[config.mk]
export PLATFORM = sky130hd
export DESIGN_NAME = muldiv_unit_flat
export DESIGN_NICKNAME = d
export VERILOG_FILES = /design/src/rtl/muldiv_unit_pkg.sv /design/src/rtl/muldiv_unit_if.sv /design/src/rtl/muldiv_unit_absneg.sv /design/src/rtl/muldiv_unit.sv /design/src/flat_wrapper.sv
export SDC_FILE = /design/constraint.sdc
export NUM_CORES = 1
export LEC_CHECK = 0
export ABC_CLOCK_PERIOD_IN_PS = 7600
export CAP_MARGIN = 15
export CELL_PAD_IN_SITES_DETAIL_PLACEMENT = 0
export CELL_PAD_IN_SITES_GLOBAL_PLACEMENT = 1
export CORE_ASPECT_RATIO = 2
export CORE_MARGIN = 1
export CORE_UTILIZATION = 48
export CTS_CLUSTER_SIZE = 25
export DETAILED_ROUTE_END_ITERATION = 6
export GPL_ROUTABILITY_DRIVEN = 0
export PLACE_DENSITY = 0.84
export SETUP_SLACK_MARGIN = 0.15
export SKIP_CTS_REPAIR_TIMING = 1
export SLEW_MARGIN = 10
export SYNTH_ARGS = -nofsm -noshare
export SYNTH_HDL_FRONTEND = slang
export SYNTH_HIERARCHICAL = 1
export SYNTH_SLANG_ARGS = --single-unit
export TNS_END_PERCENT = 50
[constraint.sdc]
create_clock -name i_clk -period 7.6 [get_ports i_clk]
set_input_delay 0.76 -clock i_clk [delete_from_list [all_inputs] [get_ports i_clk]]
set_output_delay 0.76 -clock i_clk [all_outputs]
set_load 0.005 [all_outputs]
[src/rtl/muldiv_unit_pkg.sv]
// Shared definitions for the HI/LO multiply/divide unit: op codes, FSM states, default sizes.
// Also pulled in by the decoder and hazard unit so op encodings stay in one place.
package muldiv_unit_pkg;

    localparam int MD_WIDTH = 32;
    localparam int MD_CNT_W = 5;

    typedef enum logic [2:0] {
        OP_MULT  = 3'd0,
        OP_MULTU = 3'd1,
        OP_DIV   = 3'd2,
        OP_DIVU  = 3'd3,
        OP_MTHI  = 3'd4,
        OP_MTLO  = 3'd5,
        OP_NOP6  = 3'd6,
        OP_NOP7  = 3'd7
    } md_op_t;

    typedef enum logic [1:0] {
        ST_IDLE = 2'd0,
        ST_RUN  = 2'd1,
        ST_FIX  = 2'd2
    } md_state_t;

    function automatic logic op_is_signed(input md_op_t op);
        return (op == OP_MULT) || (op == OP_DIV);
    endfunction

    function automatic logic op_is_div(input md_op_t op);
        return (op == OP_DIV) || (op == OP_DIVU);
    endfunction

endpackage

[src/rtl/muldiv_unit_if.sv]
// Execute-stage issue/result bundle between the datapath and the mul/div unit.
// Signal prefixes are from the unit's point of view (i_ into it, o_ out of it).
interface muldiv_unit_if
    import muldiv_unit_pkg::*;
#(
    parameter int WIDTH = MD_WIDTH
) ();
    logic             i_start;
    md_op_t           i_op;
    logic [WIDTH-1:0] i_busa;
    logic [WIDTH-1:0] i_busb;
    logic [WIDTH-1:0] o_hi;
    logic [WIDTH-1:0] o_lo;
    logic             o_busy;
    logic             o_done;

    modport master (
        output i_start, i_op, i_busa, i_busb,
        input  o_hi, o_lo, o_busy, o_done
    );

    modport slave (
        input  i_start, i_op, i_busa, i_busb,
        output o_hi, o_lo, o_busy, o_done
    );
endinterface

[src/rtl/muldiv_unit_absneg.sv]
// Conditional two's-complement negate; i_cin lets two instances chain into a 2*WIDTH negate.
// Latency: combinational. Backpressure: none.
module muldiv_unit_absneg #(
    parameter int WIDTH = 32
) (
    input  logic             i_neg,
    input  logic             i_cin,
    input  logic [WIDTH-1:0] i_val,
    output logic [WIDTH-1:0] o_val
);
    assign o_val = i_neg ? (~i_val + WIDTH'(i_cin)) : i_val;
endmodule

[src/rtl/muldiv_unit.sv]
// HI/LO multiply/divide unit: shift-add multiply, restoring divide, sign fix in a final cycle.
// Latency: 33 cycles for mul/div (1 for MULT/MULTU when MULDIV_FAST_MULT_EN); MTHI/MTLO 1 cycle.
// Backpressure: none; busy tells the hazard unit to stall, start while busy is dropped.
module muldiv_unit
    import muldiv_unit_pkg::*;
#(
    parameter int WIDTH = MD_WIDTH,
    parameter int CNT_W = MD_CNT_W
) (
    input  logic          i_clk,
    input  logic          i_rst,
    muldiv_unit_if.slave  bus
);
    md_state_t          r_state;
    logic [CNT_W-1:0]   r_cnt;
    logic               r_is_div;
    logic               r_sa;
    logic               r_sb;
    logic [WIDTH-1:0]   r_a;
    logic [WIDTH-1:0]   r_b;
    logic [2*WIDTH-1:0] r_acc;
    logic [WIDTH-1:0]   r_rem;
    logic [WIDTH-1:0]   r_hi;
    logic [WIDTH-1:0]   r_lo;
    logic               r_done;

    logic               w_signed;
    logic               w_sa;
    logic               w_sb;
    logic [WIDTH-1:0]   w_abs_a;
    logic [WIDTH-1:0]   w_abs_b;
    logic [WIDTH:0]     w_mul_sum;
    logic [WIDTH:0]     w_rem_sh;
    logic [WIDTH+1:0]   w_diff;
    logic               w_qbit;
    logic               w_neg_hi;
    logic               w_hi_cin;
    logic [WIDTH-1:0]   w_fix_hi_in;
    logic [WIDTH-1:0]   w_fix_hi;
    logic [WIDTH-1:0]   w_fix_lo;

    assign w_signed = op_is_signed(bus.i_op);
    assign w_sa     = w_signed & bus.i_busa[WIDTH-1];
    assign w_sb     = w_signed & bus.i_busb[WIDTH-1];

    muldiv_unit_absneg #(.WIDTH(WIDTH)) u_abs_a (
        .i_neg(w_sa), .i_cin(1'b1), .i_val(bus.i_busa), .o_val(w_abs_a));
    muldiv_unit_absneg #(.WIDTH(WIDTH)) u_abs_b (
        .i_neg(w_sb), .i_cin(1'b1), .i_val(bus.i_busb), .o_val(w_abs_b));

    // Multiply: add the multiplicand into the upper half, then shift the whole accumulator right.
    assign w_mul_sum = {1'b0, r_acc[2*WIDTH-1:WIDTH]} + {1'b0, (r_b[0] ? r_a : '0)};

    // Divide: quotient bits collect in r_acc's lower half, dividend bits stream out of r_a's MSB.
    assign w_rem_sh  = {r_rem, r_a[WIDTH-1]};
    assign w_diff    = {1'b0, w_rem_sh} - {2'b00, r_b};
    assign w_qbit    = ~w_diff[WIDTH+1];

    // Product negate spans both halves: the upper word only gets the +1 when the lower word is zero.
    assign w_neg_hi    = r_is_div ? r_sa : (r_sa ^ r_sb);
    assign w_hi_cin    = r_is_div | (r_acc[WIDTH-1:0] == '0);
    assign w_fix_hi_in = r_is_div ? r_rem : r_acc[2*WIDTH-1:WIDTH];

    muldiv_unit_absneg #(.WIDTH(WIDTH)) u_fix_lo (
        .i_neg(r_sa ^ r_sb), .i_cin(1'b1), .i_val(r_acc[WIDTH-1:0]), .o_val(w_fix_lo));
    muldiv_unit_absneg #(.WIDTH(WIDTH)) u_fix_hi (
        .i_neg(w_neg_hi), .i_cin(w_hi_cin), .i_val(w_fix_hi_in), .o_val(w_fix_hi));

`ifdef MULDIV_FAST_MULT_EN
    logic [2*WIDTH-1:0] w_prod;
    assign w_prod = {{WIDTH{w_sa}}, bus.i_busa} * {{WIDTH{w_sb}}, bus.i_busb};
`endif

    always_ff @(posedge i_clk) begin
        if (i_rst) begin
            r_state  <= ST_IDLE;
            r_cnt    <= '0;
            r_is_div <= 1'b0;
            r_sa     <= 1'b0;
            r_sb     <= 1'b0;
            r_a      <= '0;
            r_b      <= '0;
            r_acc    <= '0;
            r_rem    <= '0;
            r_hi     <= '0;
            r_lo     <= '0;
            r_done   <= 1'b0;
        end else begin
            r_done <= 1'b0;
            case (r_state)
                ST_IDLE: begin
                    if (bus.i_start) begin
                        case (bus.i_op)
                            OP_MTHI: r_hi <= bus.i_busa;
                            OP_MTLO: r_lo <= bus.i_busa;
                            OP_MULT, OP_MULTU, OP_DIV, OP_DIVU: begin
`ifdef MULDIV_FAST_MULT_EN
                                if (!op_is_div(bus.i_op)) begin
                                    r_hi   <= w_prod[2*WIDTH-1:WIDTH];
                                    r_lo   <= w_prod[WIDTH-1:0];
                                    r_done <= 1'b1;
                                end else
`endif
                                begin
                                    r_is_div <= op_is_div(bus.i_op);
                                    r_sa     <= w_sa;
                                    r_sb     <= w_sb;
                                    r_a      <= w_abs_a;
                                    r_b      <= w_abs_b;
                                    r_acc    <= '0;
                                    r_rem    <= '0;
                                    r_cnt    <= '0;
                                    r_state  <= ST_RUN;
                                end
                            end
                            default: ;
                        endcase
                    end
                end
                ST_RUN: begin
                    r_cnt <= r_cnt + 1'b1;
                    if (r_is_div) begin
                        r_a              <= r_a << 1;
                        r_rem            <= w_qbit ? w_diff[WIDTH-1:0] : w_rem_sh[WIDTH-1:0];
                        r_acc[WIDTH-1:0] <= {r_acc[WIDTH-2:0], w_qbit};
                    end else begin
                        r_b   <= r_b >> 1;
                        r_acc <= {w_mul_sum, r_acc[WIDTH-1:1]};
                    end
                    if (r_cnt == CNT_W'(WIDTH - 1)) begin
                        r_state <= ST_FIX;
                    end
                end
                ST_FIX: begin
                    r_hi    <= w_fix_hi;
                    r_lo    <= w_fix_lo;
                    r_done  <= 1'b1;
                    r_state <= ST_IDLE;
                end
                default: r_state <= ST_IDLE;
            endcase
        end
    end

    assign bus.o_hi   = r_hi;
    assign bus.o_lo   = r_lo;
    assign bus.o_busy = (r_state != ST_IDLE);
    assign bus.o_done = r_done;

endmodule
[src/flat_wrapper.sv]
// flat-port wrapper written by rule: the top's interface ports become plain ports
module muldiv_unit_flat import muldiv_unit_pkg::*;
#(
    parameter int WIDTH = MD_WIDTH,
    parameter int CNT_W = MD_CNT_W
)
  (i_clk, i_rst, bus_i_start, bus_i_op, bus_i_busa, bus_i_busb, bus_o_hi, bus_o_lo, bus_o_busy, bus_o_done);
  muldiv_unit_if #(.WIDTH(WIDTH)) bus_i ();
  input  logic i_clk;
  input  logic i_rst;
  input wire logic [$bits(bus_i.i_start)-1:0] bus_i_start;
  input wire logic [$bits(bus_i.i_op)-1:0] bus_i_op;
  input wire logic [$bits(bus_i.i_busa)-1:0] bus_i_busa;
  input wire logic [$bits(bus_i.i_busb)-1:0] bus_i_busb;
  output wire logic [$bits(bus_i.o_hi)-1:0] bus_o_hi;
  output wire logic [$bits(bus_i.o_lo)-1:0] bus_o_lo;
  output wire logic [$bits(bus_i.o_busy)-1:0] bus_o_busy;
  output wire logic [$bits(bus_i.o_done)-1:0] bus_o_done;
  assign bus_i.i_start = bus_i_start;
  assign bus_i.i_op = bus_i_op;
  assign bus_i.i_busa = bus_i_busa;
  assign bus_i.i_busb = bus_i_busb;
  assign bus_o_hi = bus_i.o_hi;
  assign bus_o_lo = bus_i.o_lo;
  assign bus_o_busy = bus_i.o_busy;
  assign bus_o_done = bus_i.o_done;
  muldiv_unit #(.WIDTH(WIDTH), .CNT_W(CNT_W)) u_core (.i_clk(i_clk), .i_rst(i_rst), .bus(bus_i));
endmodule
; Word level (Yosys, flattened, before mapping)
; Index checks and enable logic that the tools add are counted.
[totals]
regBits = 235
wordCells = 99
n_memories = 0
latch_bits = 0
output_inout_bits = 66
input_bits = 70
mem_bits_rw = 0
rom_bits = 0
[op_classes]
bitwise_logic = 9
n_reduce_logical = 16
n_mux = 39
shifts = 0
div = 0
addsub = 7
order_cmp = 0
n_mul = 0
n_eq_ne = 15
[ops]
columns = cell, n
row1 = 32-bit 2-to-1 mux, 22
row2 = 32-bit one-hot mux with 2 select lines, 5
row3 = 64-bit 2-to-1 mux, 2
row4 = 32-bit NOT, 4
row5 = 64-bit one-hot mux with 2 select lines, 1
row6 = 32-bit by 1-bit adder with 32-bit output (second input constant), 3
row7 = 33-bit by 32-bit subtractor with 34-bit output, 1
row8 = 32-bit by 32-bit adder with 33-bit output, 1
row9 = 32-bit by 1-bit adder with 32-bit output, 1
row10 = 32-bit zero test, 1
row11 = 3-bit AND reduction, 5
row12 = 5-bit 2-to-1 mux, 2
row13 = 2-bit inequality test (second input constant), 5
row14 = 5-bit one-hot mux with 2 select lines, 1
row15 = 4-bit AND reduction, 2
row16 = 3-bit by 2-bit == test with 1-bit output (second input constant), 2
row17 = 3-bit == test (second input constant), 2
row18 = 2-bit 2-to-1 mux, 3
row19 = 2-bit nonzero test, 3
row20 = 5-bit by 1-bit adder with 5-bit output (second input constant), 1
row21 = 5-bit == test (second input constant), 1
row22 = 2-bit by 1-bit inequality test with 1-bit output (second input constant), 2
row23 = 2-bit one-hot mux with 2 select lines, 1
row24 = 4-bit OR reduction, 1
row25 = 11 further kinds, 14

; Depth between registers and ports, before layout
[depth]
depth_word = 7
ltp_mapped = 15
depth_no_buf = 14

; Modules after synthesis
; Netlist, hierarchy kept.
[modules_own_cells]
columns = mod, seq_area_each_um2, instances, area_each_um2, cells_per_inst
row1 = muldiv_unit, 4704.5, 1, 13387.8, 1705
row2 = muldiv_unit_absneg at u_core.u_abs_a ..., 0.0, 3, 793.3, 110
row3 = muldiv_unit_absneg at u_core.u_fix_lo, 0.0, 1, 780.7, 106

; Worst setup path before layout
; Ideal clock, no wire load.
[synth_path]
kind = flip-flop to flip-flop
startpoint = register u_core.r_is_div
endpoint = register u_core.r_hi[31] (netlist: u_core/bus.o_hi[31])
period_less_slack_ns = 3.170
setup_time_ns = 0.086
path_buffers = 2
required_time_ns = 7.514
path_slack_ns = 4.430
arrival_time_ns = 3.084
path_stages_with_launch = 10
cell_sequence = dfxtp_1 clkbuf_1 buf_1 mux2_2 or4_4 or4_4 o41ai_2 xnor2_1 a21oi_1 a211oi_1
[synth_via]
elab_chain_len = 5
word_cells_on_any_way = 7
classes_between = add/sub: 1 / mux: 4 / bitwise: 2
[synth_lines]
columns = element, line_no
row1 = "start, declared", muldiv_unit.sv:16  ; logic r_is_div;
row2 = "start signal, assigned", muldiv_unit.sv:105  ; r_is_div <= op_is_div(bus.i_op);
row3 = 32-bit 2-to-1 mux, muldiv_unit.sv:62  ; assign w_fix_hi_in = r_is_div ? r_rem : r_acc[2*WIDTH-1:WIDTH];
row4 = via u_core.w_fix_hi_in[24], muldiv_unit.sv:38  ; logic [WIDTH-1:0] w_fix_hi_in;
row5 = 32-bit NOT, muldiv_unit_absneg.sv:11  ; assign o_val = i_neg ? (~i_val + WIDTH'(i_cin)) : i_val;
row6 = 32-bit by 1-bit adder with 32-bit output, muldiv_unit_absneg.sv:11
row7 = 32-bit 2-to-1 mux, muldiv_unit_absneg.sv:11
row8 = via u_core.w_fix_hi[31], muldiv_unit.sv:39  ; logic [WIDTH-1:0] w_fix_hi;
row9 = 32-bit one-hot mux with 2 select lines, muldiv_unit.sv:90  ; case (r_state)
row10 = "end signal, assigned", muldiv_unit.sv:94  ; OP_MTHI: r_hi <= bus.i_busa;
row11 = "end signal, assigned", muldiv_unit.sv:135  ; r_hi <= w_fix_hi;
row12 = "end, declared", muldiv_unit.sv:23  ; logic [WIDTH-1:0] r_hi;
; The timed path passes the listed nets, and every way through them passes these cells.
; A chain may end at the register's enable or synchronous reset.

; Worst setup path after layout
[layout_path]
startpoint = register u_core.r_b[0]
endpoint = register u_core.r_acc[61]
[layout_via]
elab_chain_len = 4
[layout_lines]
columns = element, line_no
row1 = "start, declared", muldiv_unit.sv:20  ; logic [WIDTH-1:0] r_b;
row2 = "start signal, assigned", muldiv_unit.sv:109  ; r_b <= w_abs_b;
row3 = "start signal, assigned", muldiv_unit.sv:127  ; r_b <= r_b >> 1;
row4 = 32-bit 2-to-1 mux, muldiv_unit.sv:52  ; assign w_mul_sum = {1'b0, r_acc[2*WIDTH-1:WIDTH]} + {1'b0, (r_b[0] ? r_a : '0)};
row5 = 32-bit by 32-bit adder with 33-bit output, muldiv_unit.sv:52
row6 = 32-bit 2-to-1 mux, muldiv_unit.sv:122  ; if (r_is_div) begin
row7 = 64-bit one-hot mux with 2 select lines, muldiv_unit.sv:90
row8 = "end signal, assigned by index", muldiv_unit.sv:125  ; r_acc[WIDTH-1:0] <= {r_acc[WIDTH-2:0], w_qbit};
row9 = "end signal, assigned", muldiv_unit.sv:128  ; r_acc <= {w_mul_sum, r_acc[WIDTH-1:1]};
row10 = "end, declared", muldiv_unit.sv:21  ; logic [2*WIDTH-1:0] r_acc;
; Every way passes these cells. The select of a mux whose other input is x is not followed.

==> metrics.txt <==
# TYPE chip_impl_metric gauge
chip_impl_metric{name="power_internal",unit="uW"} 2300
chip_impl_info{name="crit_path_top_delay_cell",value="sky130_fd_sc_hd__dfxtp_1"} 1
chip_impl_metric{name="critical-path-max-stage-delay",unit="ns"} 0.98
chip_impl_metric{name="number_of_routed_nets_with_antenna_violations",unit=""} 0
chip_impl_metric{name="wire_length_of_the_first_global_routing_pass",unit="mm"} 81.8
chip_impl_metric{name="syn-instance-count",unit=""} 2141
chip_impl_metric{name="asyncSetResetFlopFracSynth",unit=""} 0
chip_impl_metric{name="num-nets-final",unit=""} 2343
chip_impl_metric{name="vias",unit=""} 15800
chip_impl_metric{name="final-setup-viol-count",unit=""} 0
chip_impl_metric{name="num_io_pins",unit=""} 136
chip_impl_metric{name="drt_pass1_iterations",unit=""} 5
chip_impl_metric{name="cts.sink_count",unit=""} 235
chip_impl_info{name="holdCritPathClass",value="reg -> reg"} 1
chip_impl_metric{name="synth-edff-count",unit=""} 0
chip_impl_metric{name="pwr_density_cell",unit="mW/mm^2"} 169
chip_impl_metric{name="drc",unit=""} 0
chip_impl_metric{name="design_power_total",unit="uW"} 3210
chip_impl_metric{name="core_area",unit="mm^2"} 0.0338
chip_impl_metric{name="dp.final_hpwl",unit="mm"} 37.6
chip_impl_metric{name="grt_antenna_before_repair",unit=""} 0
chip_impl_metric{name="synth-seq-cells",unit=""} 235
chip_impl_metric{name="seq_area_frac_synth",unit=""} 0.284
chip_impl_metric{name="power_frac_clock",unit=""} 0.418
chip_impl_metric{name="globalRouteTotalUtil",unit=""} 0.286
chip_impl_metric{name="worstPathRequired",unit="ns"} 8.03
chip_impl_info{name="critical-path-top-cell-by-count",value="sky130_fd_sc_hd__o21ai_1"} 1
chip_impl_metric{name="clock_latency",unit="ns"} 0.54
chip_impl_metric{name="clock_skew",unit="ns"} 0.0112
chip_impl_info{name="tritoncts",value="built"} 1
chip_impl_metric{name="global_route.overflow_total",unit=""} 0
chip_impl_metric{name="min_period",unit="ns"} 4.27
chip_impl_metric{name="netSwitchingPower",unit="uW"} 906
chip_impl_info{name="cts-root-buf",value="sky130_fd_sc_hd__clkbuf_16"} 1
chip_impl_metric{name="vdd_drop_max",unit="mV"} 0.183
chip_impl_info{name="cp_cell_sequence",value="and2_1 -> ha_1 -> inv_1 -> fa_1 -> nor2b_1 -> o21ai_1 -> a21oi_1 -> o21ai_0 -> o21ai_1 -> a2111oi_2 -> o21ai_1 -> a211oi_1 -> xnor2_1 -> a22o_1"} 1
chip_impl_metric{name="initial_drt_markers",unit=""} 756
chip_impl_metric{name="grt_start_max_net_pins",unit=""} 98
chip_impl_info{name="post_synthesis_cell_type_with_the_largest_combined_area",value="sky130_fd_sc_hd__dfxtp_1"} 1
chip_impl_metric{name="mappedNetlistArea",unit="mm^2"} 0.0165
chip_impl_metric{name="sw_frac_of_total",unit=""} 0.283
chip_impl_metric{name="num_rows",unit=""} 95
chip_impl_metric{name="max_freq",unit="GHz"} 0.234
chip_impl_metric{name="antenna_cell_count",unit=""} 0
chip_impl_metric{name="fillerInstances",unit=""} 3344
chip_impl_metric{name="timing.critical_path.fanout_max",unit=""} 34
chip_impl_metric{name="clock_path_buffers",unit=""} 3
chip_impl_metric{name="leakagePower",unit="uW"} 0.00725
chip_impl_info{name="top_cells_by_area_in_the_synthesized_netlist",value="sky130_fd_sc_hd__dfxtp_1 28%, sky130_fd_sc_hd__xnor2_1 7.9%, sky130_fd_sc_hd__nor2_1 6.3%, sky130_fd_sc_hd__ha_1 6.0%, sky130_fd_sc_hd__a21oi_1 5.5%"} 1
chip_impl_metric{name="finalHoldViolations",unit=""} 0
chip_impl_metric{name="clk_pin_slew_worst_paths",unit="ns"} 0.07
chip_impl_metric{name="worst-endpoint-arrival",unit="ns"} 4.70
chip_impl_metric{name="max_cap_violations",unit=""} 0
chip_impl_info{name="crit_type",value="reg -> reg"} 1
chip_impl_info{name="setup_repair_after_global_routing_missed_its_margin",value="false"} 1
chip_impl_info{name="outcome",value="complete, no violations"} 1
chip_impl_metric{name="layout-area-overhead-vs-synth",unit="%"} 14.9
chip_impl_metric{name="worst-slew-pin-transition",unit="ns"} 1.04
chip_impl_metric{name="detail_route.wirelength",unit="mm"} 51.1
chip_impl_metric{name="number_of_slew_limit_violations_in_the_final_report",unit=""} 0
chip_impl_metric{name="final.setup.tns",unit="ns"} 0
chip_impl_metric{name="power.share.combinational",unit=""} 0.169
chip_impl_metric{name="placed_area",unit="mm^2"} 0.0181
chip_impl_metric{name="drt-wirelength-per-cell",unit="um"} 19.3
chip_impl_metric{name="detail_route.vias_per_cell",unit=""} 5.98
chip_impl_metric{name="power.share.sequential",unit=""} 0.413
chip_impl_info{name="startpoint_type",value="register"} 1
chip_impl_metric{name="slew_headroom",unit=""} 0.289
chip_impl_metric{name="final_min_period_over_clock_period",unit=""} 0.562
chip_impl_metric{name="fin_area",unit="mm^2"} 0.0190
chip_impl_info{name="timing.critical_path.to_type",value="register"} 1
chip_impl_metric{name="start_util",unit=""} 0.490
chip_impl_metric{name="synth_top_area_frac",unit=""} 0.284
chip_impl_metric{name="die_width",unit="um"} 133
chip_impl_metric{name="syn-mean-instance-area",unit="um^2"} 7.73
chip_impl_metric{name="port-buffer-count",unit=""} 135
chip_impl_metric{name="grt_pass1_vias",unit=""} 16000
chip_impl_metric{name="cts-htree-levels",unit=""} 1
chip_impl_metric{name="number_of_clock_buffers_inserted_by_tritoncts",unit=""} 24
chip_impl_metric{name="y_dimension_of_the_die",unit="um"} 265
chip_impl_metric{name="synth.lib_cells_used.distinct",unit=""} 68
chip_impl_metric{name="yosys_synthesis_warning_count",unit=""} 6
chip_impl_metric{name="final_layout_size_suffix_gt1_frac",unit=""} 0.0616
chip_impl_metric{name="post_route_core_utilization",unit=""} 0.563
chip_impl_info{name="synth_ff_type",value="sky130_fd_sc_hd__dfxtp_1"} 1
chip_impl_metric{name="die_area",unit="mm^2"} 0.0353
[per-stage QoR]
stage | hold slack, ns | setup slack, ns | instances
after CTS | 0.492 | 3.37 | 2643
final | 0.490 | 3.33 | 2643
after detailed placement | 0.485 | 3.39 | 2602
after floorplan | 0.433 | 4.43 | 2146
after global placement | 0.480 | 3.44 | 2602
after global routing | 0.517 | 3.08 | 2643
[worst paths after layout]
| check | from | end | slack, ns | cells after the start |
|---|---|---|---|---|
| min | u_core/r_a[24]$_SDFFE_PP0P_ | u_core/r_a[25]$_SDFFE_PP0P_ | 0.49 | 2 |
| max reg2reg | u_core/r_b[0]$_SDFFE_PP0P_ | u_core/r_acc[61]$_SDFFE_PP0P_ | 3.33 | 14 |
| max | u_core/r_b[0]$_SDFFE_PP0P_ | u_core/r_acc[61]$_SDFFE_PP0P_ | 3.33 | 14 |
| min reg2reg | u_core/r_a[24]$_SDFFE_PP0P_ | u_core/r_a[25]$_SDFFE_PP0P_ | 0.49 | 2 |
[kinds of logic after synthesis]
kind of cell,after synthesis,share of synthesized area
multiplexers,66,0.0423
buffers and inverters,194,0.0473
AND/OR/NAND/NOR,768,0.219
adder cells (fa/ha/maj),81,0.0622
other,1,0.000227
AO/OA/AOI/OAI,617,0.250
flip-flops,235,0.284
XOR/XNOR,179,0.0947
[placed cells by master (no fill, tap or decap), drive strengths merged, types with 5 or more instances in the layout]
cell type,count
inv,59
xor2,29
nor4,27
and2,36
nand3b,5
nand2,229
a22o,18
nand3,24
nor4b,10
conb,6
dfxtp,235
o21ai,109
or2,5
a32oi,6
a311oi,62
buf,21
or4,14
ha,79
mux2,31
o41ai,32
nand2b,19
mux2i,35
nand4,24
a21oi,181
or3,13
a22oi,17
clkbuf,33
a21o,34
clkdlybuf4s50,134
nor2,276
a211oi,72
o31ai,46
nor3b,11
nor2b,46
nor3,22
xnor2,150
a31oi,10
o21bai,7
[Yosys cell counts (all sizes together), types with 34 or more instances]
cell type and instances:
a21oi 181, and2 36, mux2i 35, inv 59
o21ai 109, ha 79, clkbuf 110, xnor2 150
a311oi 62, dfxtp 235, nor2 276, nor2b 46
a21o 34, nand2 229, a211oi 72, o31ai 46
[power by group through the flow]
stage / combinational (uW) / sequential (uW) / clock (uW)
after global routing: 597 / 1330 / 1410
after CTS: 541 / 1320 / 1370
after floorplan: 368 / 1330 / 0
final: 542 / 1320 / 1340
after detailed placement: 536 / 1350 / 0
after global placement: 532 / 1350 / 0
[flip-flops by register name, indices dropped and copies added, names as in the netlist]
register	cells
u_core/r_a	32
u_core/bus.o_hi	32
u_core/r_acc	64
u_core/r_sb	1
u_core/r_b	32
u_core/r_sa	1
u_core/r_is_div	1
u_core/r_rem	32
u_core/bus.o_lo	32
u_core/r_cnt	5
u_core/bus.o_done	1
u_core/r_state	2
[final cells by class]
| type | count | area [um^2] | share of cell area |
|---|---|---|---|
| Timing Repair Buffer | 155 | 1500 | 0.0790 |
| Inverter | 59 | 221 | 0.0116 |
| Clock buffer | 33 | 727 | 0.0382 |
| Multi-Input combinational cell | 1717 | 11200 | 0.587 |
| Tap cell | 436 | 546 | 0.0287 |
| Clock inverter | 8 | 145 | 0.00763 |
| Sequential cell | 235 | 4710 | 0.248 |
[worst max-delay path, delay by kind of cell (launching register included)]
| family | cells | cell delay [ns] |
|---|---|---|
| xor gates and xnor gates | 1 | 0.14 |
| DFF | 1 | 0.98 |
| and+or+nand+nor | 2 | 0.43 |
| adders and majority gates | 2 | 0.57 |
| buffers and inverters | 1 | 0.07 |
| AOI/OAI and AO/OA | 8 | 1.97 |
[layer usage]
| metal | track usage | wire length [um] | vias to the layer above |
|---|---|---|---|
| li1 | - | - | 7816 |
| met1 | 0.299 | 19300 | 7443 |
| met2 | 0.556 | 27400 | 395 |
| met3 | 0.0272 | 2040 | 141 |
| met4 | 0.142 | 2430 | 0 |
| met5 | 0 | 0 | - |
Note: power is estimated with default switching activity, not from simulation.
